--- src/rtl/pwm_capture.sv ---
// -----------------------------------------------------------------------------
// pwm_capture
//
// Measures one external PWM line. For every completed cycle it reports the
// high time and the full period in clk ticks, with a one-cycle strobe. If the
// line sits at one level for TIMEOUT cycles (0% or 100% duty), the block
// reports that once and raises a stuck flag.
//
// Optional build macro:
//   PWM_CAPTURE_GLITCH_FILTER_EN - adds a 2-of-3 majority filter after the
//   synchronizer. Single-cycle pulses and dropouts are rejected, and every
//   latency grows by one cycle.
//
// Parameters:
//   CNT_W    width of the measurement counters and result outputs
//   TIMEOUT  cycles without an edge before the stuck condition fires
//            (2 <= TIMEOUT <= 2^CNT_W-1)
//
// Ports:
//   clk           single clock, rising edge
//   rst           asynchronous reset, active low
//   pwm_in        asynchronous PWM line (synchronized internally)
//   high_cnt      high time of the last reported period
//   period_cnt    length of the last reported period
//   sample_valid  one-cycle strobe; high_cnt/period_cnt update with it
//   stuck_high    line has been high for TIMEOUT cycles
//   stuck_low     line has been low for TIMEOUT cycles
// -----------------------------------------------------------------------------
module pwm_capture #(
  parameter int CNT_W   = 8,
  parameter int TIMEOUT = 64
) (
  input  logic             clk,
  input  logic             rst,
  input  logic             pwm_in,
  output logic [CNT_W-1:0] high_cnt,
  output logic [CNT_W-1:0] period_cnt,
  output logic             sample_valid,
  output logic             stuck_high,
  output logic             stuck_low
);

  localparam logic [CNT_W-1:0] CNT_MAX = {CNT_W{1'b1}};
  localparam logic [CNT_W-1:0] ONE     = CNT_W'(1);
  localparam logic [CNT_W-1:0] TMO     = CNT_W'(TIMEOUT);
  localparam logic [CNT_W-1:0] TMO_M1  = CNT_W'(TIMEOUT - 1);

  typedef enum logic [1:0] {
    ST_ARM   = 2'd0,
    ST_HIGH  = 2'd1,
    ST_LOW   = 2'd2,
    ST_STUCK = 2'd3
  } state_t;

  // Saturating increment: measurement counters stick at all-ones, never wrap.
  function automatic logic [CNT_W-1:0] sat_inc(input logic [CNT_W-1:0] v);
    return (v == CNT_MAX) ? v : v + ONE;
  endfunction

  // ---------------------------------------------------------------------------
  // Stage p0/p1: two-flop synchronizer. vld_pN marks samples that were taken
  // after reset release, so reset values never look like a real line level.
  // ---------------------------------------------------------------------------
  logic sync_p0, sync_p1;
  logic vld_p0, vld_p1;

  always_ff @(posedge clk or negedge rst) begin
    if (!rst) begin
      sync_p0 <= 1'b0;
      sync_p1 <= 1'b0;
      vld_p0  <= 1'b0;
      vld_p1  <= 1'b0;
    end else begin
      sync_p0 <= pwm_in;
      sync_p1 <= sync_p0;
      vld_p0  <= 1'b1;
      vld_p1  <= vld_p0;
    end
  end

  // ---------------------------------------------------------------------------
  // Level selection: raw synchronizer output, or 2-of-3 majority of the last
  // three synchronized samples.
  // ---------------------------------------------------------------------------
  logic lvl;
  logic lvl_vld;

`ifdef PWM_CAPTURE_GLITCH_FILTER_EN
  function automatic logic maj3(input logic a, input logic b, input logic c);
    return (a & b) | (a & c) | (b & c);
  endfunction

  logic hist_a_p1, hist_b_p1;
  logic vld_a_p1;

  always_ff @(posedge clk or negedge rst) begin
    if (!rst) begin
      hist_a_p1 <= 1'b0;
      hist_b_p1 <= 1'b0;
      vld_a_p1  <= 1'b0;
    end else begin
      hist_a_p1 <= sync_p1;
      hist_b_p1 <= hist_a_p1;
      vld_a_p1  <= vld_p1;
    end
  end

  assign lvl     = maj3(sync_p1, hist_a_p1, hist_b_p1);
  // Two real samples are enough to call the level: when they agree the
  // majority is settled regardless of the third, which keeps the post-reset
  // timeout latency at exactly one cycle more than the unfiltered build.
  assign lvl_vld = vld_a_p1;
`else
  assign lvl     = sync_p1;
  assign lvl_vld = vld_p1;
`endif

  // ---------------------------------------------------------------------------
  // Stage p2: edge detection. lvl_p2 is the line level for the cycle the FSM
  // is looking at; rise_p2/fall_p2 mark the first cycle of a new level. An
  // edge needs two real samples, so a line already high at reset release is
  // not mistaken for a rising edge.
  // ---------------------------------------------------------------------------
  logic lvl_p2, vld_p2, rise_p2, fall_p2;

  always_ff @(posedge clk or negedge rst) begin
    if (!rst) begin
      lvl_p2  <= 1'b0;
      vld_p2  <= 1'b0;
      rise_p2 <= 1'b0;
      fall_p2 <= 1'b0;
    end else begin
      lvl_p2  <= lvl;
      vld_p2  <= lvl_vld;
      rise_p2 <= lvl_vld & vld_p2 &  lvl & ~lvl_p2;
      fall_p2 <= lvl_vld & vld_p2 & ~lvl &  lvl_p2;
    end
  end

  // ---------------------------------------------------------------------------
  // Stage p3: measurement FSM, counters and registered results.
  // ---------------------------------------------------------------------------
  state_t           state, state_nxt;
  logic [CNT_W-1:0] h_cnt, h_nxt;
  logic [CNT_W-1:0] p_cnt, p_nxt;
  logic [CNT_W-1:0] idle_cnt, idle_nxt;
  logic [CNT_W-1:0] high_nxt, period_nxt;
  logic             vld_nxt, stk_h_nxt, stk_l_nxt;
  logic             edge_any;
  logic             tmo_hit;

  assign edge_any = rise_p2 | fall_p2;

  // An edge in the same cycle wins over the timeout: idle_cnt clears instead.
  // idle_cnt only advances once real samples reach this stage, so the timeout
  // after reset is measured from the first real line level.
  assign tmo_hit = ~edge_any & vld_p2 & (idle_cnt == TMO_M1) &
                   (state != ST_STUCK);

  always_comb begin
    state_nxt  = state;
    h_nxt      = h_cnt;
    p_nxt      = p_cnt;
    idle_nxt   = idle_cnt;
    vld_nxt    = 1'b0;
    high_nxt   = high_cnt;
    period_nxt = period_cnt;
    stk_h_nxt  = stuck_high;
    stk_l_nxt  = stuck_low;

    if (edge_any) begin
      idle_nxt = '0;
    end else if (vld_p2 && (idle_cnt != TMO)) begin
      idle_nxt = idle_cnt + ONE;
    end

    if (tmo_hit) begin
      state_nxt  = ST_STUCK;
      vld_nxt    = 1'b1;
      period_nxt = TMO;
      high_nxt   = lvl_p2 ? TMO : '0;
      stk_h_nxt  = lvl_p2;
      stk_l_nxt  = ~lvl_p2;
    end else begin
      case (state)
        ST_ARM: begin
          if (rise_p2) begin
            state_nxt = ST_HIGH;
            h_nxt     = ONE;
            p_nxt     = ONE;
          end
        end
        ST_HIGH: begin
          // The fall cycle is the first low cycle: it counts toward the
          // period but not the high time.
          p_nxt = sat_inc(p_cnt);
          if (fall_p2) begin
            state_nxt = ST_LOW;
          end else if (lvl_p2) begin
            h_nxt = sat_inc(h_cnt);
          end
        end
        ST_LOW: begin
          if (rise_p2) begin
            state_nxt  = ST_HIGH;
            vld_nxt    = 1'b1;
            high_nxt   = h_cnt;
            period_nxt = p_cnt;
            h_nxt      = ONE;
            p_nxt      = ONE;
          end else begin
            p_nxt = sat_inc(p_cnt);
          end
        end
        ST_STUCK: begin
          if (rise_p2) begin
            state_nxt = ST_HIGH;
            h_nxt     = ONE;
            p_nxt     = ONE;
            stk_h_nxt = 1'b0;
            stk_l_nxt = 1'b0;
          end else if (fall_p2) begin
            // High time before this fall is unknown: re-arm without a report.
            state_nxt = ST_ARM;
            stk_h_nxt = 1'b0;
            stk_l_nxt = 1'b0;
          end
        end
        default: begin
          state_nxt = ST_ARM;
        end
      endcase
    end
  end

  always_ff @(posedge clk or negedge rst) begin
    if (!rst) begin
      state        <= ST_ARM;
      h_cnt        <= '0;
      p_cnt        <= '0;
      idle_cnt     <= '0;
      sample_valid <= 1'b0;
      high_cnt     <= '0;
      period_cnt   <= '0;
      stuck_high   <= 1'b0;
      stuck_low    <= 1'b0;
    end else begin
      state        <= state_nxt;
      h_cnt        <= h_nxt;
      p_cnt        <= p_nxt;
      idle_cnt     <= idle_nxt;
      sample_valid <= vld_nxt;
      high_cnt     <= high_nxt;
      period_cnt   <= period_nxt;
      stuck_high   <= stk_h_nxt;
      stuck_low    <= stk_l_nxt;
    end
  end

endmodule

--- config.mk ---
export PLATFORM = sky130hd
export DESIGN_NAME = pwm_capture
export DESIGN_NICKNAME = d
export VERILOG_FILES = /design/src/rtl/pwm_capture.sv
export SDC_FILE = /design/constraint.sdc
export NUM_CORES = 1
export LEC_CHECK = 0
export CORE_ASPECT_RATIO = 0.9
export CORE_MARGIN = 10
export CORE_UTILIZATION = 40
export DETAILED_ROUTE_END_ITERATION = 10
export MAX_ROUTING_LAYER = met4
export PLACE_DENSITY = 0.62
export SYNTH_ARGS = -nofsm -noshare
export SYNTH_HDL_FRONTEND = slang
export SYNTH_SLANG_ARGS = --single-unit
--- constraint.sdc ---
create_clock -name clk -period 5.5 [get_ports clk]
set_input_delay 0.55 -clock clk [delete_from_list [all_inputs] [get_ports clk]]
set_output_delay 0.55 -clock clk [all_outputs]
set_load 0.02 [all_outputs]
==> impl_results.md <==
- Area share of the leading cell type in the synthesized netlist: 0.505
- Multiplexer fraction of the synthesized cell area: 0.00954
- Cell taking the most area after synthesis: dfrtp_1
- Sequential fraction of the synthesis area: 0.505
- Worst flop-to-flop path startpoint: state[1]$_DFFE_PN0P_
- Post-detailed-route DRC marker count: 0
- Clock root buffer: clkbuf_8
- Max transition margin: 0.333
- Die Y: 96.8 um
- Top-Level Pins: 22
- GRT overflow: 0
- Count of hold-fix buffers inserted at cts: 0
- Floorplan Core Area: 0.00625 mm^2
- Width of the chip: 105 um
- Commonest register cell after synthesis: dfrtp_1
- Clock latency at the later pin of the worst-skew pair: 0.30 ns
- Fill cells: 599
- Placed instance area: 0.00289 mm^2
- Via-per-instance ratio: 5.37
- Minimum clock period: 2.50 ns
- Worst R2R End: h_cnt[0]$_DFFE_PN0P_
- Final Hold Fails: 0
- Antenna violations before repair: 0
- Total wirelength of the detailed-routed design: 5360 um
- Peak Freq: 400 MHz
- Top cells by area, synth: dfrtp_1 (51%), nand2_1 (7.3%), a21oi_1 (4.4%), ha_1 (4.3%), nor2_1 (2.7%)
- Global-route wire length before repair: 9360 um
- Synthesized area: 0.00262 mm^2
- Busiest metal layer after global routing: met2
- Startpoint type of the worst setup path: flop
- Number of buffers between clock root and the deepest sink: 2
- Crit-path max FO: 21
- Maximum clock skew at final layout: 0.00672 ns
- Clock Sinks: 53
- Worst vdd rail ir drop: 0.186 mV
- Number of violations of the max-capacitance limit: 0
- Post-detail-place hpwl: 3640 um
- Total number of vias: 2,012
- Max-slew violation count: 0
- Post-synthesis async set-or-reset flop share: 1.00
- Iteration-0 DRC count of the detailed router: 194
- Routability cong.: 0.827
- Pin count of the biggest net entering global routing: 54
- Arithmetic-cell share of the synthesized area counting full adders, half adders and majority gates: 0.0429
- Status: finished, final reports clean
- Final worst path period share: 0.454
- GRT met1 Usage: 0.136
- Met3 track utilization from global routing: 0.0291
- Count of port buffers added during placement: 21
- Synth-to-Final Area Change: 13.3%
- Final non-filler cell area: 0.00297 mm^2
- Minimum hold slack: 0.353 ns
- Clock slew at the register clock pins of the worst setup and hold paths: 0.09 ns
- Flip-flop and latch count after synthesis: 53
- Hold EP: lvl$_DFF_PN0_
- Buffer count from post-CTS setup fixing: 0
- Count of placed standard cells in the final layout, fillers left out: 375
- Required time at the endpoint of the critical path: 5.69 ns
- Total CTS buffers: 5
- Hold Crit Start: sync_p0$_DFF_PN0_
- Post-route ant nets: 0
- Setup violations, final: 0
- Fraction of final layout cells sized beyond drive strength 1: 0.0660
- Simple logic cell fraction of the synthesized area: 0.215
- Met2 track utilization from global routing: 0.172
- Crit-path cells: inv_1 -> ha_1 -> o22ai_1 -> or3_1 -> mux2_4
- Worst slack at placement: 3.02 ns
- TritonCTS clock tree: done
- Critical Path Max Stage Delay: 0.62 ns
- Worst min path class: flop to flop
- Cell row count: 27
- Number of flops mapped to enable cells by yosys: 0
- Total nets after synthesis: 282
- Number of iterations in the first detailed-routing pass: 4
- Post-Synthesis Mean Instance Area: 9.72 um^2
- Depth of the CTS H-tree: 2
- Hold-critical path depth: 0
- Reg2reg setup slack: 3.00 ns
- Syn Inst Count: 270
- Distinct cell type count after synthesis: 49
- Setup repair after global routing missed its margin: false
- Critical path class: flop to flop
- Effective utilization at floorplan: 0.420
- Placed instance count: 367
- Parity-gate share of the synthesized area counting xor and xnor cells: 0.0200
- WP data arrival: 2.69 ns
- Largest family of logic cells by synthesized area: simple AND/OR/NAND/NOR gates
- Cell with the largest stage delay on the worst path: ha_1
- Setup total negative slack: 0 ns
- Worst reg-to-reg path cell count: 5
- Number of global-route vias before repair: 1,969
- Number of antenna cells inserted: 0
- Routed length per placed instance: 14.3 um
- Post-synthesis compound-gate area fraction: 0.172
- Post-layout net count: 299
- Cell area power density: 388 mW/mm^2
- Post-cts repair resize count: 0
- Leak: 1.26 nW
- Total number of yosys warnings: 0
- CP endpoint kind: flop
- Overall fraction of global-route tracks in use: 0.110
- Setup slack of the critical path after layout: 3.00 ns
- Total die area: 0.0102 mm^2
- Worst Tran Pin Value: 0.997 ns
[logic make-up (layout without fill, tap and decap cells)]
group | count (synthesis) | count (layout)
AND/OR/NAND/NOR | 112 | 112
buffers and inverters | 20 | 38
multiplexers | 2 | 2
AO/OA/AOI/OAI | 67 | 67
flip-flops | 53 | 53
XOR/XNOR | 6 | 6
adder cells (fa/ha/maj) | 9 | 9
other | 1 | 1
[cell usage after synthesis, types with 3 or more instances]
| library cell | number |
|---|---|
| nand4_1 | 3 |
| dfrtp_1 | 53 |
| clkbuf_1 | 6 |
| o221ai_1 | 4 |
| o211ai_1 | 6 |
| and3_1 | 4 |
| nand3b_1 | 6 |
| or2_2 | 3 |
| nor2_1 | 19 |
| ha_1 | 9 |
| nor3_1 | 4 |
| nand3_1 | 7 |
| xor2_1 | 4 |
| a31oi_1 | 6 |
| nand2_1 | 51 |
| inv_1 | 8 |
| buf_2 | 3 |
| o21ai_0 | 4 |
| o31ai_1 | 9 |
| or3_1 | 3 |
| a21oi_1 | 23 |
[critical path, delay by kind of cell, from the launching register on]
kind                       cells  cell delay, ns
buffers and inverters          1            0.11
muxes                          1            0.34
AOI/OAI and AO/OA              1            0.34
adders and majority gates      1            0.62
and+or+nand+nor                1            0.55
DFF                            1            0.42
[per-stage QoR]
step           power (mW)   util
2_1_floorplan       0.831      -
3_3_place_gp        0.938  0.462
4_1_cts              1.16  0.476
3_5_place_dp        0.943  0.462
6_report             1.15  0.476
5_1_grt              1.25  0.476
[cell usage in the layout (no fill, tap or decap), drive strengths merged, types with 2 or more instances in the layout]
master and count:
and3 4, o211ai 6, or2 3, buf 2, clkbuf 6, xnor2 2, nand3b 6, nand3 7
nor3 5, nand2 51, o21ai 5, nand4 3, o31ai 9, a21oi 23, o221ai 4, a31oi 6
clkdlybuf4s50 20, clkinvlp 2, o22ai 2, nor2 19, o22a 2, and4 4, a32o 2, nor3b 2
or3 3, dfrtp 53, ha 9, inv 8, xor2 4
[worst max path at each step]
stage                       startpoint                    to  slack (ns)  cells after the start
2_1_floorplan  idle_cnt[0]$_DFFE_PN0P_  h_cnt[0]$_DFFE_PN0P_        3.53                      7
3_3_place_gp      state[1]$_DFFE_PN0P_  h_cnt[0]$_DFFE_PN0P_        3.09                      5
3_5_place_dp      state[1]$_DFFE_PN0P_  h_cnt[0]$_DFFE_PN0P_        3.02                      5
4_1_cts           state[1]$_DFFE_PN0P_  h_cnt[0]$_DFFE_PN0P_        3.00                      5
5_1_grt           state[1]$_DFFE_PN0P_  h_cnt[0]$_DFFE_PN0P_        2.77                      5
6_report          state[1]$_DFFE_PN0P_  h_cnt[0]$_DFFE_PN0P_        3.00                      5
[layout make-up]
cell class	instances	area (um^2)	share of cell area
well taps	87	109	0.0366
multi-input cells	197	1210	0.406
flip-flops and latches	53	1330	0.446
clock buffers	6	72.6	0.0244
repair buffers	22	213	0.0715
clock inverters	2	15.0	0.00505
inverters	8	30.0	0.0101
[layer usage]
metal,up-vias,routed length (um)
met5,-,0
met4,0,23
met3,2,230
met2,35,2550
met1,978,2550
li1,997,-
[state kept, by name (all words and copies together) (netlist names)]
| register | flops |
|---|---|
| rise_p2 | 1 |
| state | 2 |
| lvl | 1 |
| p_cnt | 8 |
| vld_p2 | 1 |
| lvl_p2 | 1 |
| idle_cnt | 8 |
| high_cnt | 8 |
| fall_p2 | 1 |
| sample_valid | 1 |
| stuck_high | 1 |
| period_cnt | 8 |
| vld_p0 | 1 |
| sync_p0 | 1 |
| lvl_vld | 1 |
| h_cnt | 8 |
| stuck_low | 1 |
[power by group]
part	total [mW]	switching [mW]	internal (mW)
clock network	0.216	0.126	0.0899
registers	0.512	0.0622	0.450
logic	0.426	0.251	0.175
No activity file was read; power rests on OpenSTA's default activity.
